$ cat config.mk
export PLATFORM = sky130hd
export DESIGN_NAME = mem_port_arbiter_flat
export DESIGN_NICKNAME = d
export VERILOG_FILES = /design/src/rtl/mem_port_arbiter_if.sv /design/src/rtl/mem_port_arbiter.sv /design/src/flat_wrapper.sv
export SDC_FILE = /design/constraint.sdc
export NUM_CORES = 1
export LEC_CHECK = 0
export BUFFER_PORTS_ARGS = -buffer_cell sky130_fd_sc_hd__buf_2
export CAP_MARGIN = 25
export CORE_AREA = 2 2 329 331
export CTS_CLUSTER_DIAMETER = 120
export DETAILED_ROUTE_END_ITERATION = 10
export DIE_AREA = 0 0 331 333
export PLACE_DENSITY_LB_ADDON = 0.08
export SYNTH_ARGS = -nofsm -noshare
export SYNTH_HDL_FRONTEND = slang
export SYNTH_SLANG_ARGS = --single-unit
export TNS_END_PERCENT = 50
$ cat constraint.sdc
create_clock -name i_clk -period 2.44 [get_ports i_clk]
set_clock_uncertainty 0.15 [all_clocks]
set_input_delay 0.366 -clock i_clk [delete_from_list [all_inputs] [get_ports i_clk]]
set_output_delay 0.366 -clock i_clk [all_outputs]
set_load 0.005 [all_outputs]
$ cat src/rtl/mem_port_arbiter_if.sv
`default_nettype none
// =====================================================================
// mem_port_arbiter_if: request/response and transfer-unit handshake bundle
// Revision: 1.0
// =====================================================================
interface mem_port_arbiter_if #(
  parameter int ADDR_WIDTH  = 64,
  parameter int BLOCK_WIDTH = 128
);
  logic [1:0]             i_req_read;
  logic [1:0]             i_req_write;
  logic [ADDR_WIDTH-1:0]  i_req_addr_0;
  logic [ADDR_WIDTH-1:0]  i_req_addr_1;
  logic [BLOCK_WIDTH-1:0] i_req_block_0;
  logic [BLOCK_WIDTH-1:0] i_req_block_1;
  logic [1:0]             o_req_done;
  logic [1:0]             o_req_timeout;
  logic [BLOCK_WIDTH-1:0] o_rsp_block;
  logic                   o_start_read;
  logic                   o_start_write;
  logic [ADDR_WIDTH-1:0]  o_addr;
  logic [BLOCK_WIDTH-1:0] o_block;
  logic                   i_done;
  logic [BLOCK_WIDTH-1:0] i_block;
  logic                   o_busy;
  logic                   o_owner;

  // Arbiter side.
  modport master (
    input  i_req_read, i_req_write, i_req_addr_0, i_req_addr_1,
           i_req_block_0, i_req_block_1, i_done, i_block,
    output o_req_done, o_req_timeout, o_rsp_block, o_start_read,
           o_start_write, o_addr, o_block, o_busy, o_owner
  );

  // Cache-port / transfer-unit side.
  modport slave (
    output i_req_read, i_req_write, i_req_addr_0, i_req_addr_1,
           i_req_block_0, i_req_block_1, i_done, i_block,
    input  o_req_done, o_req_timeout, o_rsp_block, o_start_read,
           o_start_write, o_addr, o_block, o_busy, o_owner
  );
endinterface
`default_nettype wire

$ cat src/rtl/mem_port_arbiter.sv
`default_nettype none
// =====================================================================
// mem_port_arbiter: round-robin sharing of one block-transfer path by two cache ports
// Revision: 1.0
// =====================================================================
module mem_port_arbiter #(
  parameter int ADDR_WIDTH     = 64,
  parameter int BLOCK_WIDTH    = 128,
  parameter int TIMEOUT_CYCLES = 1024
) (
  input  logic              i_clk,
  input  logic              i_arst,
  mem_port_arbiter_if.master bus
);

  localparam int CNT_W = (TIMEOUT_CYCLES == 0) ? 1 : $clog2(TIMEOUT_CYCLES + 1);
  localparam bit TIMEOUT_EN = (TIMEOUT_CYCLES != 0);
  localparam logic [CNT_W-1:0] CNT_LAST =
    (TIMEOUT_CYCLES == 0) ? '0 : CNT_W'(TIMEOUT_CYCLES - 1);

  typedef enum logic [1:0] {
    ST_IDLE = 2'd0,
    ST_BUSY = 2'd1,
    ST_DONE = 2'd2
  } state_t;

  state_t                 state_q, state_d;
  logic                   prio_q, prio_d;
  logic                   owner_q, owner_d;
  logic                   op_wr_q, op_wr_d;
  logic                   start_rd_q, start_rd_d;
  logic                   start_wr_q, start_wr_d;
  logic [1:0]             done_q, done_d;
  logic [1:0]             timeout_q, timeout_d;
  logic [BLOCK_WIDTH-1:0] rsp_q, rsp_d;
  logic [CNT_W-1:0]       cnt_q, cnt_d;

  logic [1:0] req;
  logic       grant;
  logic       timeout_hit;

  assign req         = bus.i_req_read | bus.i_req_write;
  assign grant       = (req[0] & req[1]) ? prio_q : req[1];
  assign timeout_hit = TIMEOUT_EN && (cnt_q == CNT_LAST);

  always_comb begin
    state_d    = state_q;
    prio_d     = prio_q;
    owner_d    = owner_q;
    op_wr_d    = op_wr_q;
    start_rd_d = start_rd_q;
    start_wr_d = start_wr_q;
    done_d     = 2'b00;
    timeout_d  = 2'b00;
    rsp_d      = rsp_q;
    cnt_d      = cnt_q;
    case (state_q)
      ST_IDLE: begin
        if (|req) begin
          // A port asking for both gets its write-back first; the read stays pending.
          state_d    = ST_BUSY;
          owner_d    = grant;
          op_wr_d    = bus.i_req_write[grant];
          start_wr_d = bus.i_req_write[grant];
          start_rd_d = ~bus.i_req_write[grant];
          prio_d     = ~grant;
          cnt_d      = '0;
        end
      end
      ST_BUSY: begin
        if (bus.i_done) begin
          state_d         = ST_DONE;
          done_d[owner_q] = 1'b1;
          start_rd_d      = 1'b0;
          start_wr_d      = 1'b0;
          if (!op_wr_q) rsp_d = bus.i_block;
        end else if (timeout_hit) begin
          state_d            = ST_DONE;
          timeout_d[owner_q] = 1'b1;
          start_rd_d         = 1'b0;
          start_wr_d         = 1'b0;
        end else begin
          cnt_d = cnt_q + 1'b1;
        end
      end
      ST_DONE: state_d = ST_IDLE;
      default: state_d = ST_IDLE;
    endcase
  end

  always_ff @(posedge i_clk or negedge i_arst) begin
    if (!i_arst) begin
      state_q    <= ST_IDLE;
      prio_q     <= 1'b0;
      owner_q    <= 1'b0;
      op_wr_q    <= 1'b0;
      start_rd_q <= 1'b0;
      start_wr_q <= 1'b0;
      done_q     <= 2'b00;
      timeout_q  <= 2'b00;
      rsp_q      <= '0;
      cnt_q      <= '0;
    end else begin
      state_q    <= state_d;
      prio_q     <= prio_d;
      owner_q    <= owner_d;
      op_wr_q    <= op_wr_d;
      start_rd_q <= start_rd_d;
      start_wr_q <= start_wr_d;
      done_q     <= done_d;
      timeout_q  <= timeout_d;
      rsp_q      <= rsp_d;
      cnt_q      <= cnt_d;
    end
  end

  // Address/block follow the owner's live inputs only while a transfer is in flight.
  assign bus.o_addr        = (state_q == ST_BUSY) ?
                             (owner_q ? bus.i_req_addr_1 : bus.i_req_addr_0) : '0;
  assign bus.o_block       = (state_q == ST_BUSY) ?
                             (owner_q ? bus.i_req_block_1 : bus.i_req_block_0) : '0;
  assign bus.o_start_read  = start_rd_q;
  assign bus.o_start_write = start_wr_q;
  assign bus.o_req_done    = done_q;
  assign bus.o_req_timeout = timeout_q;
  assign bus.o_rsp_block   = rsp_q;
  assign bus.o_busy        = (state_q != ST_IDLE);
  assign bus.o_owner       = owner_q;

endmodule
`default_nettype wire

$ cat src/flat_wrapper.sv
// flat-port wrapper written by rule: the top's interface ports become plain ports
module mem_port_arbiter_flat 
#(
  parameter int ADDR_WIDTH     = 64,
  parameter int BLOCK_WIDTH    = 128,
  parameter int TIMEOUT_CYCLES = 1024
)
  (i_clk, i_arst, bus_i_req_read, bus_i_req_write, bus_i_req_addr_0, bus_i_req_addr_1, bus_i_req_block_0, bus_i_req_block_1, bus_i_done, bus_i_block, bus_o_req_done, bus_o_req_timeout, bus_o_rsp_block, bus_o_start_read, bus_o_start_write, bus_o_addr, bus_o_block, bus_o_busy, bus_o_owner);
  mem_port_arbiter_if #(.ADDR_WIDTH(ADDR_WIDTH), .BLOCK_WIDTH(BLOCK_WIDTH)) bus_i ();
  input  logic i_clk;
  input  logic i_arst;
  input wire logic [$bits(bus_i.i_req_read)-1:0] bus_i_req_read;
  input wire logic [$bits(bus_i.i_req_write)-1:0] bus_i_req_write;
  input wire logic [$bits(bus_i.i_req_addr_0)-1:0] bus_i_req_addr_0;
  input wire logic [$bits(bus_i.i_req_addr_1)-1:0] bus_i_req_addr_1;
  input wire logic [$bits(bus_i.i_req_block_0)-1:0] bus_i_req_block_0;
  input wire logic [$bits(bus_i.i_req_block_1)-1:0] bus_i_req_block_1;
  input wire logic [$bits(bus_i.i_done)-1:0] bus_i_done;
  input wire logic [$bits(bus_i.i_block)-1:0] bus_i_block;
  output wire logic [$bits(bus_i.o_req_done)-1:0] bus_o_req_done;
  output wire logic [$bits(bus_i.o_req_timeout)-1:0] bus_o_req_timeout;
  output wire logic [$bits(bus_i.o_rsp_block)-1:0] bus_o_rsp_block;
  output wire logic [$bits(bus_i.o_start_read)-1:0] bus_o_start_read;
  output wire logic [$bits(bus_i.o_start_write)-1:0] bus_o_start_write;
  output wire logic [$bits(bus_i.o_addr)-1:0] bus_o_addr;
  output wire logic [$bits(bus_i.o_block)-1:0] bus_o_block;
  output wire logic [$bits(bus_i.o_busy)-1:0] bus_o_busy;
  output wire logic [$bits(bus_i.o_owner)-1:0] bus_o_owner;
  assign bus_i.i_req_read = bus_i_req_read;
  assign bus_i.i_req_write = bus_i_req_write;
  assign bus_i.i_req_addr_0 = bus_i_req_addr_0;
  assign bus_i.i_req_addr_1 = bus_i_req_addr_1;
  assign bus_i.i_req_block_0 = bus_i_req_block_0;
  assign bus_i.i_req_block_1 = bus_i_req_block_1;
  assign bus_i.i_done = bus_i_done;
  assign bus_i.i_block = bus_i_block;
  assign bus_o_req_done = bus_i.o_req_done;
  assign bus_o_req_timeout = bus_i.o_req_timeout;
  assign bus_o_rsp_block = bus_i.o_rsp_block;
  assign bus_o_start_read = bus_i.o_start_read;
  assign bus_o_start_write = bus_i.o_start_write;
  assign bus_o_addr = bus_i.o_addr;
  assign bus_o_block = bus_i.o_block;
  assign bus_o_busy = bus_i.o_busy;
  assign bus_o_owner = bus_i.o_owner;
  mem_port_arbiter #(.ADDR_WIDTH(ADDR_WIDTH), .BLOCK_WIDTH(BLOCK_WIDTH), .TIMEOUT_CYCLES(TIMEOUT_CYCLES)) u_core (.i_clk(i_clk), .i_arst(i_arst), .bus(bus_i));
endmodule
Word-level counts from Yosys, hierarchy flattened --
Index checks and enable logic that the tools add are counted.
Word-level totals: bits in latches 0, bits in read-only memories 0, output and inout port bits 328, RAM bits 0, flip-flop bits (word level) 150, memories 0
Operators by class: multipliers 0, multiplexer cells 28, shifts and indexed selects 0, bitwise gates (word level) 5, equal/unequal tests 6, reduce and logical (&&, ||, !) cells 10, order comparisons 3, add/subtract/negate cells 1, div/mod/pow operators 0
Operators by type and width (number):
- 128-bit two-way mux | 2
- 64-bit two-way mux | 2
- 11-bit two-way mux | 3
- 11-bit case mux with 2 select lines | 1
- 2-bit two-way mux | 8
- 11-bit by 1-bit adder with 11-bit output (second input constant) | 1
- 11-bit by 10-bit == test with 1-bit output (second input constant) | 1
- 1-bit two-way mux | 8
- 3-bit AND reduction | 2
- 1-bit by 2-bit less-than comparator with 1-bit output (second input constant) | 2
- 2-bit inequality test (second input constant) | 2
- 1-bit case mux with 2 select lines | 2
- 2-bit case mux with 2 select lines | 1
- 2-bit AND reduction | 2
- 4-bit AND reduction | 1
- 2-bit nonzero test | 2
- 3-bit by 2-bit inequality test with 1-bit output (second input constant) | 1
- 1-bit NOT | 3
- 2-bit by 1-bit == test with 1-bit output (second input constant) | 1
- 2-bit logical NOT | 1
- 2-bit by 1-bit inequality test with 1-bit output (second input constant) | 1
- 2-bit bitwise OR | 1
- 2-bit OR reduction | 1
- 1-bit AND | 1
- 3 further kinds | 3

Logic depth before layout (Yosys ltp) --
depth after elaboration 8, depth in mapped cells 7, mapped depth without buffers 5

Worst setup path before layout --
OpenSTA, ideal clock, no wires.
path type reg2out, start point reg u_core.owner_q, in the netlist u_core.bus.o_owner, end point out bus_o_addr[0], cell stages (with the launch flop) 6, slack 629 ps, data required time 1924 ps, arrival 1295 ps, cells stage by stage dfrtp_1 -> clkbuf_1 -> clkbuf_1 -> buf_2 -> mux2i_1 -> nor2_1
On the way: longest elaborated chain between the ends 2
Ends and longest elaborated chain:
- start, declared | RTL line mem_port_arbiter.sv:29 | logic owner_q, owner_d;
- start signal, assigned | RTL line mem_port_arbiter.sv:106 | owner_q <= owner_d;
- 64-bit two-way mux | RTL line mem_port_arbiter.sv:119 | (owner_q ? bus.i_req_addr_1 : bus.i_req_addr_0) : '0;
- 64-bit two-way mux | RTL line mem_port_arbiter.sv:118 | assign bus.o_addr = (state_q == ST_BUSY) ?
- end, declared | RTL line flat_wrapper.sv:25 | output wire logic [$bits(bus_i.o_addr)-1:0] bus_o_addr;
Every way passes these cells.

Worst setup path after layout --
start point reg u_core.owner_q, in the netlist u_core.bus.o_owner, end point out bus_o_block[83]
On the way: longest elaborated chain between the ends 2
Ends and longest elaborated chain:
- 128-bit two-way mux | RTL line mem_port_arbiter.sv:121 | (owner_q ? bus.i_req_block_1 : bus.i_req_block_0) : '0;
- 128-bit two-way mux | RTL line mem_port_arbiter.sv:120 | assign bus.o_block = (state_q == ST_BUSY) ?
- end, declared | RTL line flat_wrapper.sv:26 | output wire logic [$bits(bus_i.o_block)-1:0] bus_o_block;
Every way passes these cells.

==> flow_metrics.py <==
metrics = {
    "sta": {
        "finalHoldViolations": 0,
        "final_period_minus_worst_setup_slack_ps": 2575,
        "final_max_slew_viol_count": 0,
        "setup_slack_ps": -135.0,
        "timing.final.crit_share_pct": 105.5,
        "max_slew_margin_pct": 60.61,
        "rsz0062_at_grt": "yes",
        "setup_viol": 95,
        "tightestPinTransition_ps": 584.6,
        "fmax_ghz": 0.3883,
    },
    "routing": {
        "wl_per_cell_um": 24.79,
        "drt-initial-drc-count": 322,
        "wl_um": 82930,
        "via_count": 11040,
        "drc": 0,
        "ant_nets": 0,
        "viasPerCell": 3.301,
        "drt_first_pass_iters": 4,
    },
    "finish": {
        "nets": 2422,
        "areaGrowthSynthToFinish_pct": 130.6,
        "fillers": 11950,
        "final_cell_count_no_fill": 3345,
        "drive_gt1_share_pct": 72.95,
        "fin_util_pct": 19.92,
    },
    "global_routing": {
        "grt_max_degree": 55,
        "grt_pass1_wl_um": 105300,
        "gr-total-overflow": 0,
        "grt_usage_pct": 14.19,
        "grt_pass1_vias": 11590,
        "antenna_found_initial": 78,
    },
    "min_path": {
        "worstHoldPathType": "primary input to flip-flop",
    },
    "critical_path": {
        "critPathMaxStageDelay_ps": 440,
        "start_kind": "flip-flop",
        "cp.required_ps": 1920,
        "path_class": "flip-flop to primary output",
        "crit_path_end_kind": "primary output",
        "slowest_stage": "dfrtp_4",
        "cp.arrival_ps": 2060,
        "cp_max_fo": 10,
        "worstPathCellList": "buf_12, bufbuf_16, mux2i_4, buf_6, nor2_1, buf_2",
    },
    "logic_synthesis": {
        "syn-num-nets": 1330,
        "synth_top_cell_by_area": "dfrtp_1",
        "ys_seq_elements": 150,
        "avgSynthCellArea_sq_um": 11.37,
        "ys_types": 42,
        "syn_inst": 810,
        "synth-edff-count": 0,
        "ys_seq_area_share_pct": 40.76,
        "async_flop_share_pct": 100.0,
        "yosys.area.top_type_share_pct": 40.76,
        "synthTopCellsByArea": "dfrtp_1 41%, mux2i_1 21%, mux2_4 16%",
        "ys.warnings.count": 0,
        "synth_top_flop_cell": "dfrtp_1",
        "netlist_area_sq_um": 9209,
    },
    "clocking": {
        "cts_made_buffers": 17,
        "clock_path_buffers": 2,
        "cts_tree": "yes",
        "htree_levels": 4,
        "insertion_delay_ps": 440,
        "clockRootBuffer": "clkbuf_16",
        "cts.clk_slew.worst_paths_ps": 80,
        "cts.sinks": 150,
    },
    "floorplanning": {
        "die_h_um": 333,
        "die_w_um": 331,
        "dieArea_sq_um": 110200,
        "num_rows": 120,
        "core_area_sq_um": 106600,
        "start_util_pct": 8.638,
        "ioPinCount": 847,
    },
    "status": {
        "violations": "negative setup slack",
        "status": "finished, violations left",
    },
    "power": {
        "finalPower_mw": 25.83,
        "powerDensity_nw_per_um2": 1217,
        "ir_drop_v": 0.0004042,
        "p_leak_nw": 9.890,
    },
    "place": {
        "place.gp.congestion": 1.001,
        "dp.cells": 3089,
        "portBuffers": 846,
        "dpl.hpwl_um": 68930,
    },
    "run": {
        "cap_violations": 0,
    },
}
==> worst max-delay path, delay by kind of cell, from the launching register on <==
family | cells | cell delay (ps)
mux | 1 | 330
flops | 1 | 440
buf+inv | 4 | 770
simple gates | 1 | 40
==> kinds of logic after synthesis <==
logic type / after synthesis / synth area share, %
and+or+nand+nor: 246 / 11.11
AOI/OAI and AO/OA: 25 / 1.916
muxes: 320 / 40.60
DFF: 150 / 40.76
buffers and inverters: 68 / 5.476
adders and majority gates: 1 / 0.1358
==> where the power goes <==
| group | switching, mW | leakage, nW | internal (mW) |
|---|---|---|---|
| Clock | 1.19 | 0.315 | 1.84 |
| Sequential | 0.676 | 1.80 | 3.68 |
| Combinational | 8.62 | 7.77 | 9.82 |
| Total | 10.5 | 9.89 | 15.3 |
==> flip-flops by register name, indices dropped and copies added, names as in the netlist <==
register,cells
u_core.bus.o_start_write,1
u_core.bus.o_owner,1
u_core.prio_q,1
u_core.bus.o_start_read,1
u_core.bus.o_rsp_block,128
u_core.bus.o_req_timeout,2
u_core.bus.o_req_done,2
u_core.cnt_q,11
u_core.op_wr_q,1
u_core.state_q,2
==> metrics by stage <==
step | TNS [ps] | hold WS (ps) | cell area, sq um | setup WS [ps]
floorplan | 0 | -79.59 | 9209 | 629.3
global placement | -153.3 | 126.9 | 15660 | -104.2
detailed placement | -226.7 | 121.0 | 15660 | -158.1
CTS | -12100 | 0.7673 | 19570 | -199.4
global route | -15510 | 4.173 | 21190 | -197.7
finish | -4312 | 34.74 | 21230 | -135.0
==> repair_timing <==
action                     in CTS  in global routing
hold buffers                  126                  0
hold endpoints to repair      149                  0
setup endpoints to repair     182                182
pin swaps                      10                 24
cloned                         14                 14
buffers inserted               27                 24
resized for setup             314                261
==> Yosys cell counts (2+ instances only) <==
cell type  instances
nor2_1           201
mux2i_1          192
dfrtp_1          150
mux2_4           100
buf_2             35
mux2_1            20
nand3_1           15
clkbuf_1          12
buf_12            11
mux2_2             8
inv_1              6
o21ai_0            6
nand2_1            5
nor3_1             5
nor4_1             5
a211o_1            3
a21oi_1            3
buf_6              3
a21o_1             2
a31oi_1            2
and3_1             2
nor2b_1            2
o311a_1            2
o31ai_1            2
==> path summary, 6_finish.rpt <==
path / startpoint / endpoint / slack [ps] / cells after the start
max in group asynchronous: i_arst / u_core.bus.o_rsp_block[14] / 1180 / 3
min in group asynchronous: i_arst / u_core.bus.o_rsp_block[26] / 220 / 2
setup reg to reg: u_core.state_q[1] / u_core.bus.o_rsp_block[53] / 250 / 7
hold / removal: bus_i_block[14] / u_core.bus.o_rsp_block[14] / 30 / 2
hold reg to reg: u_core.bus.o_rsp_block[86] / u_core.bus.o_rsp_block[86] / 330 / 1
setup / recovery: u_core.bus.o_owner / bus_o_block[83] / -140 / 6
==> final cells by class <==
type                            instances  area, sq um  area share (%)
Clock buffer                           23        488.0           2.298
Clock inverter                          9        162.7          0.7661
Inverter                                6        22.52          0.1061
Multi-Input combinational cell        594         6740           31.74
Tap cell                             1403         1755           8.267
Sequential cell                       150         3760           17.71
Timing Repair Buffer                 1133         8237           38.79
Antenna cell                           27        67.56          0.3182
==> per-layer routing <==
metal	vias up	wire, um	track usage (%)
met5	-	332	0
met4	54	3177	4.485
met3	151	5972	4.402
met2	528	46540	28.45
met1	5239	26920	13.33
li1	5069	-	-
==> cell usage in the layout, fill, tap and decap left out, types with 6 or more instances in the layout <==
| cell | n |
|---|---|
| nor2_2 | 53 |
| dlygate4sd3_1 | 126 |
| mux2i_1 | 62 |
| mux2_1 | 20 |
| buf_16 | 16 |
| nor2_1 | 88 |
| nor2_4 | 60 |
| clkbuf_16 | 29 |
| diode_2 | 27 |
| o21ai_0 | 6 |
| mux2_4 | 100 |
| mux2i_4 | 79 |
| nand3_1 | 15 |
| buf_6 | 97 |
| buf_2 | 773 |
| mux2_2 | 8 |
| buf_12 | 32 |
| dfrtp_1 | 147 |
| inv_1 | 6 |
| mux2i_2 | 51 |
| buf_4 | 72 |
(Power assumes the default switching activity.)
